$ cat src/rtl/key8_pkg.sv
// Shared constants and helpers for the 8-key debounce/latch front end.
package key8_pkg;

  localparam int NUM_KEYS           = 8;
  localparam int KEY_IDX_W          = 3;
  localparam int DEB_CYCLES_DEFAULT = 500000;

  typedef logic [NUM_KEYS-1:0]  key_vec_t;
  typedef logic [KEY_IDX_W-1:0] key_idx_t;

  // Index of the highest set bit; the upper keys win when several are
  // pressed together. Returns 0 for an all-zero vector.
  function automatic key_idx_t highestIndex(input key_vec_t vec);
    key_idx_t idx;
    idx = '0;
    for (int i = 0; i < NUM_KEYS; i++) begin
      if (vec[i]) idx = KEY_IDX_W'(i);
    end
    return idx;
  endfunction

endpackage

$ cat src/rtl/key_debounce.sv
// One push-button line: two-flop synchroniser, stability counter,
// debounced level flop and a rising-edge press pulse.
module key_debounce
  import key8_pkg::*;
#(
  parameter int DEB_CYCLES = DEB_CYCLES_DEFAULT
) (
  input  logic clk,
  input  logic rst,
  input  logic i_key,
  output logic o_level,
  output logic o_press
);

  localparam int CNT_W = $clog2(DEB_CYCLES);
  localparam logic [CNT_W-1:0] CNT_LAST = CNT_W'(DEB_CYCLES - 1);

  logic             r_sync1;
  logic             r_sync2;
  logic [CNT_W-1:0] r_cnt;
  logic             r_level;
  logic             r_level_d;

  // Bring the asynchronous button into the clock domain.
  always_ff @(posedge clk or posedge rst) begin
    if (rst) begin
      r_sync1 <= 1'b0;
      r_sync2 <= 1'b0;
    end else begin
      r_sync1 <= i_key;
      r_sync2 <= r_sync1;
    end
  end

  // Accept a new level only after it has disagreed with the current one on
  // DEB_CYCLES consecutive edges; any agreement throws the count away.
  always_ff @(posedge clk or posedge rst) begin
    if (rst) begin
      r_cnt   <= '0;
      r_level <= 1'b0;
    end else if (r_sync2 == r_level) begin
      r_cnt <= '0;
    end else if (r_cnt == CNT_LAST) begin
      r_cnt   <= '0;
      r_level <= ~r_level;
    end else begin
      r_cnt <= r_cnt + 1'b1;
    end
  end

  // Delayed copy of the level, used to spot the press edge.
  always_ff @(posedge clk or posedge rst) begin
    if (rst) r_level_d <= 1'b0;
    else     r_level_d <= r_level;
  end

  assign o_level = r_level;
  assign o_press = r_level & ~r_level_d;

endmodule

$ cat src/rtl/key8_debounce_latch.sv
// Front end for the one-hot 7-segment encoder: debounces eight buttons and
// latches the most recently pressed one as a registered one-hot byte.
module key8_debounce_latch
  import key8_pkg::*;
#(
  parameter int DEB_CYCLES = DEB_CYCLES_DEFAULT
) (
  input  logic                 clk,
  input  logic                 rst,
  input  logic [NUM_KEYS-1:0]  key_in,
  input  logic                 clr,
  output logic [NUM_KEYS-1:0]  onehot,
  output logic [KEY_IDX_W-1:0] key_idx,
  output logic                 valid,
  output logic                 key_event,
  output logic [NUM_KEYS-1:0]  key_level
);

  key_vec_t w_level;
  key_vec_t w_press;
  key_idx_t w_sel_idx;
  key_vec_t w_sel_onehot;

  key_vec_t r_onehot;
  key_idx_t r_key_idx;
  logic     r_valid;
  logic     r_key_event;

  for (genvar g = 0; g < NUM_KEYS; g++) begin : g_line
    key_debounce #(
      .DEB_CYCLES(DEB_CYCLES)
    ) u_debounce (
      .clk    (clk),
      .rst    (rst),
      .i_key  (key_in[g]),
      .o_level(w_level[g]),
      .o_press(w_press[g])
    );
  end

  // Pick the highest-numbered key among those pressed this cycle.
  always_comb begin
    w_sel_idx    = highestIndex(w_press);
    w_sel_onehot = key_vec_t'(1) << w_sel_idx;
  end

  // Output latch: a clear wins over a simultaneous press, a press replaces
  // the latched key, releases leave it alone.
  always_ff @(posedge clk or posedge rst) begin
    if (rst) begin
      r_onehot    <= '0;
      r_key_idx   <= '0;
      r_valid     <= 1'b0;
      r_key_event <= 1'b0;
    end else if (clr) begin
      r_onehot    <= '0;
      r_valid     <= 1'b0;
      r_key_event <= 1'b0;
    end else if (|w_press) begin
      r_onehot    <= w_sel_onehot;
      r_key_idx   <= w_sel_idx;
      r_valid     <= 1'b1;
      r_key_event <= 1'b1;
    end else begin
      r_key_event <= 1'b0;
    end
  end

  assign onehot    = r_onehot;
  assign key_idx   = r_key_idx;
  assign valid     = r_valid;
  assign key_event = r_key_event;
  assign key_level = w_level;

endmodule

$ cat config.mk
export PLATFORM = sky130hd
export DESIGN_NAME = key8_debounce_latch
export DESIGN_NICKNAME = d
export VERILOG_FILES = /design/src/rtl/key8_pkg.sv /design/src/rtl/key_debounce.sv /design/src/rtl/key8_debounce_latch.sv
export SDC_FILE = /design/constraint.sdc
export NUM_CORES = 1
export LEC_CHECK = 0
export BUFFER_PORTS_ARGS = -buffer_cell sky130_fd_sc_hd__buf_4
export CAP_MARGIN = 5
export CORE_UTILIZATION = 50
export DETAILED_ROUTE_END_ITERATION = 8
export PLACE_DENSITY = 0.74
export SLEW_MARGIN = 10
export SYNTH_ARGS = -nofsm -noshare
export SYNTH_HDL_FRONTEND = slang
export SYNTH_HIERARCHICAL = 1
export SYNTH_SLANG_ARGS = --single-unit
$ cat constraint.sdc
create_clock -name clk -period 2.59 [get_ports clk]
set_clock_uncertainty 0.15 [all_clocks]
set_input_delay 0.518 -clock clk [delete_from_list [all_inputs] [get_ports clk]]
set_output_delay 0.518 -clock clk [all_outputs]
set_load 0.01 [all_outputs]
==> flow_summary.toml, run 1 <==
[routing]
wl_per_cell_um = 15.5
vias = 6674
wl_um = 18200
viasPerCell = 5.69
detail-route-antenna-nets = 0
drt-initial-drc-count = 322
route.detailed.drc = 0
drt-pass1-iter-count = 4

[floorplanning]
die_area_um2 = 19800
die_h_um = 141
start_util = 0.512
die_w_um = 141
rows = 50
core_um2 = 18800
io_pins = 32

[sta]
rsz0062_at_grt = "false"
max_freq_mhz = 475
setup_tns_ns = 0
setup_viol = 0
maxSlewHeadroom = 0.640
worstMarginPinSlew_ns = 0.540
post-route-min-period_ns = 2.10
min_period_over_period = 0.812
hold_viol = 0
slew_violations = 0

[cts]
clock_latency_ns = 0.44
numCtsBuffers = 17
path_clk_slew_ns = 0.07
cts_buffer_depth = 2
cts_tree = "yes"
h-tree-depth = 4
postCtsSetupRepairBufs = 0
root_buffer = "clkbuf_16"
clock_sinks = 197

[final_layout]
layout.nets = 945
area_delta_synth_final_pct = 9.29
mostFrequentLayoutCell = "dfrtp_1"
drive_gt1_frac = 0.118
diodes = 0
nFillCells = 1626
instances_no_fill = 1173
final_cell_mix = "dfrtp_1 (197), nor2_1 (136), xor2_1 (64)"
finalInstanceArea_um2 = 10500

[run]
max_cap_violations = 0

[synthesis]
ys_seq_area_frac = 0.513
synth_seq_cells = 197
netlist_area_um2 = 9610
synth_top_cell_area_share = 0.513
synthArstFlopShare = 1.00
synth.distinct_cells = 49
synth_area_leaders = "dfrtp_1 (51%), xor2_1 (5.8%), nor2_1 (5.3%)"
yosys_warnings = 6
ys.flop_type = "dfrtp_1"
syn_avg_cell_area_um2 = 10.7
yosys.area.top_type = "dfrtp_1"
synth_nets = 919
synth_edf_count = 0
netlist_instances = 900

[setup_path]
crit_path_end_kind = "flop"
start_kind = "flop"
crit_fanout = 17
worstPathRequired_ns = 2.74
crit_arrival_ns = 2.25
worstSetupPathType = "flop to flop"

[outcome]
status = "finished, final reports clean"

[place]
port_buffers = 31
gp_congestion = 0.821
postPlaceCellArea_um2 = 9860
place_inst = 1140
detailed_place_hpwl_um = 12400

[hold_path]
hold_class = "input port to flop"

[global_route]
grt_max_degree = 24
grt_pass1_wl_um = 31300
gr-total-overflow = 0
grt_pass1_vias = 6389
grt_usage = 0.199
antenna_found_initial = 0

[power_and_ir_drop]
p_leak_uw = 0.00451
power_density_nw_per_um2 = 582
power_uw = 6110
vdd_drop_max_mv = 0.499
-- registers in the layout (all words and copies together) (netlist names) --
register                     cells
g_line.u_debounce/r_cnt        152
g_line.u_debounce/o_level        8
g_line.u_debounce/r_level_d      8
g_line.u_debounce/r_sync1        8
g_line.u_debounce/r_sync2        8
onehot                           8
key_idx                          3
key_event                        1
valid                            1
-- final cells by class --
cell class,instances,area (um^2),area share
well taps,234,293,0.0279
clock buffers,22,484,0.0461
inverters,12,45.0,0.00429
flip-flops and latches,197,4930,0.469
clock inverters,10,141,0.0135
multi-input cells,657,4300,0.409
repair buffers,41,310,0.0296
-- report_power, final --
part | switching [uW] | total, uW | internal [uW]
Combinational | 130 | 191 | 60.5
Sequential | 39.8 | 3160 | 3120
Clock | 1140 | 2760 | 1630
-- path summary, 6_finish.rpt --
kind	startpoint	to	slack, ns	cells past startpoint
max	g_line[4].u_debounce/r_cnt[11]	g_line[4].u_debounce/r_cnt[2]	0.49	4
min	key_in[4]	g_line[4].u_debounce/r_sync1	0.03	1
max reg2reg	g_line[4].u_debounce/r_cnt[11]	g_line[4].u_debounce/r_cnt[2]	0.49	4
min reg2reg	g_line[4].u_debounce/r_sync1	g_line[4].u_debounce/r_sync2	0.20	0
max in group asynchronous	rst	g_line[7].u_debounce/r_cnt[8]	1.21	4
min in group asynchronous	rst	g_line[2].u_debounce/r_sync1	0.41	3
-- what timing repair did --
| action | in CTS | in global routing |
|---|---|---|
| hold buffers | 1 | 0 |
| gates resized for setup | 0 | 0 |
| hold endpoints to repair | 6 | 0 |
-- metal layers --
metal | GRT usage | vias to the layer above | part of all wire
li1 | - | 3243 | -
met1 | 0.267 | 3310 | 0.47
met2 | 0.315 | 98 | 0.48
met3 | 0.0496 | 23 | 0.038
met4 | 0.0732 | 0 | 0.017
met5 | 0 | - | 0
-- cell families (layout without fill, tap and decap cells) --
family / count (synthesis) / in the layout / synth area share
adders and majority gates: 8 / 8 / 0.0104
AOI/OAI and AO/OA: 76 / 76 / 0.0534
and+or+nand+nor: 444 / 444 / 0.260
buffers and inverters: 46 / 85 / 0.0397
xor gates and xnor gates: 120 / 120 / 0.109
DFF: 197 / 197 / 0.513
muxes: 9 / 9 / 0.0135
-- cells in the mapped netlist (10+ instances only) --
library cell and instances:
a21oi_1 28, or4b_1 16, and3_1 24, nand2_1 51
dfrtp_1 197, nor4_1 16, xor2_1 64, and4_1 16
nand4_1 32, xnor2_1 56, nand4b_1 16, inv_1 12
nand3_1 56, nor3_1 10, nor2_1 136
-- through the flow --
step	hold slack (ns)	utilization	setup slack, ns
floorplan	0.181	-	0.753
global placement	0.182	0.526	0.533
detailed placement	0.186	0.526	0.500
CTS	0.00932	0.559	0.487
global route	0.00644	0.559	0.363
finish	0.0331	0.559	0.487
-- worst max-delay path: stages (launching register included) --
cell and delay (ns):
dfrtp_1 0.42, or4_4 0.55, nor3_2 0.25, a21bo_1 0.49, nor2_1 0.10
No activity file was read; power rests on OpenSTA's default activity.
==> run 2: changes to the inputs <==
==> constraint.sdc (replaced) <==
create_clock -name clk -period 2.05 [get_ports clk]
set_clock_uncertainty 0.15 [all_clocks]
set_input_delay 0.41 -clock clk [delete_from_list [all_inputs] [get_ports clk]]
set_output_delay 0.41 -clock clk [all_outputs]
set_load 0.01 [all_outputs]
==> flow_summary.toml, run 2 (synthesized netlist as in run 1, its figures left out) <==
[outcome]
status = "finished, final reports clean"

[cts]
cts_tree = "yes"
cts_hold_buf = 9
numCtsBuffers = 17
clock_sinks = 197
cts_buffer_depth = 2
root_buffer = "clkbuf_16"
path_clk_slew_ns = 0.07
clock_latency_ns = 0.43
h-tree-depth = 4
postCtsSetupRepairBufs = 0
cts_resized = 0

[sta]
max_freq_mhz = 518
setup_viol = 0
slew_violations = 0
setup_tns_ns = 0
hold_viol = 0
rsz0062_at_grt = "false"
maxSlewHeadroom = 0.619
post-route-min-period_ns = 1.93
layout_setup_ws_ns = 0.121
min_period_over_period = 0.941
worstMarginPinSlew_ns = 0.571

[hold_path]
hold_class = "input port to flop"
min_to = "onehot[6]"
min_delay_path_depth = 2
hp-start = "clr"

[setup_path]
start_kind = "flop"
crit_fanout = 5
r2r_start = "g_line[6].u_debounce/r_cnt[11]"
worstSetupPathType = "flop to flop"
r2r_setup_slack_ns = 0.12
crit_path_end_kind = "flop"
reg2reg_depth = 4
crit_arrival_ns = 2.10
r2r_end = "g_line[6].u_debounce/o_level"
worstPathRequired_ns = 2.22

[place]
pre_cts_ws_ns = 0.159
port_buffers = 31
detailed_place_hpwl_um = 12600
gp_congestion = 0.853

[final_layout]
layout.nets = 983
final_cell_mix = "dfrtp_1 (197), nor2_1 (136), buf_4 (70)"
diodes = 0
drive_gt1_frac = 0.145
area_delta_synth_final_pct = 12.2
largest_reg_flops = 152
mostFrequentLayoutCell = "dfrtp_1"
largest-register = "g_line.u_debounce/r_cnt"

[global_route]
grt_pass1_wl_um = 31300
antenna_found_initial = 0
grt_pass1_vias = 6552
grt_usage = 0.196
gr-total-overflow = 0
grt_max_degree = 24

[routing]
drt-pass1-iter-count = 5
viasPerCell = 5.52
vias = 6689
detail-route-antenna-nets = 0
route.detailed.drc = 0
wl_per_cell_um = 14.8
drt-initial-drc-count = 412
wl_um = 17900

[floorplanning]
die_area_um2 = 19800
rows = 50
die_h_um = 141
start_util = 0.512
core_um2 = 18800
die_w_um = 141
io_pins = 32

[run]
max_cap_violations = 0

[power_and_ir_drop]
power_density_nw_per_um2 = 708
power_uw = 7640
p_leak_uw = 0.00467
vdd_drop_max_mv = 0.755
[run 2: how the worst max path moves through the flow]
stage / start / to / slack, ns / cells after the start
6_report: g_line[6].u_debounce/r_cnt[11] / g_line[6].u_debounce/o_level / 0.12 / 4
5_1_grt: g_line[4].u_debounce/r_cnt[0] / g_line[4].u_debounce/r_cnt[18] / 0.008 / 5
4_1_cts: g_line[1].u_debounce/r_cnt[11] / g_line[1].u_debounce/o_level / 0.13 / 4
3_5_place_dp: g_line[7].u_debounce/r_cnt[11] / g_line[7].u_debounce/r_cnt[18] / 0.16 / 5
3_3_place_gp: g_line[7].u_debounce/r_cnt[11] / g_line[7].u_debounce/r_cnt[18] / 0.20 / 5
2_1_floorplan: g_line[2].u_debounce/o_level / onehot[2] / 0.21 / 5
[run 2: cell type report]
cell class | instances | area [um^2]
inverter | 12 | 45.0
clock inverter | 14 | 164
multi-input combinational | 657 | 4300
sequential | 197 | 4930
clock buffer | 18 | 439
timing repair buffer | 79 | 616
fill | 1584 | 7990
tap | 234 | 293
[run 2: routing by layer]
layer	global-route usage	part of all wire
met3	0.0503	0.043
met2	0.306	0.47
met4	0.0555	0.014
met5	0	0
met1	0.272	0.47
[run 2: power by group]
part / total [uW] / internal [uW] / switching, uW
Sequential: 3990 / 3940 / 50.8
Clock: 3370 / 1870 / 1500
Combinational: 276 / 106 / 171
Total: 7640 / 5910 / 1720
[run 2: through the flow]
| step | hold WS (ns) | utilization | std cells | instance area (um^2) |
|---|---|---|---|---|
| floorplan | 0.137 | - | 900 | 9610 |
| global placement | 0.181 | 0.538 | 1170 | 10100 |
| detailed placement | 0.185 | 0.538 | 1170 | 10100 |
| CTS | 0.0629 | 0.575 | 1211 | 10800 |
| global route | 0.0797 | 0.575 | 1211 | 10800 |
| finish | 0.0765 | 0.575 | 1211 | 10800 |
[run 2: critical path: stages (launching register included)]
cell and delay [ns]:
dfrtp_1 0.43, or4_4 0.56, nor3_2 0.22, nand2_1 0.14, mux2_4 0.32
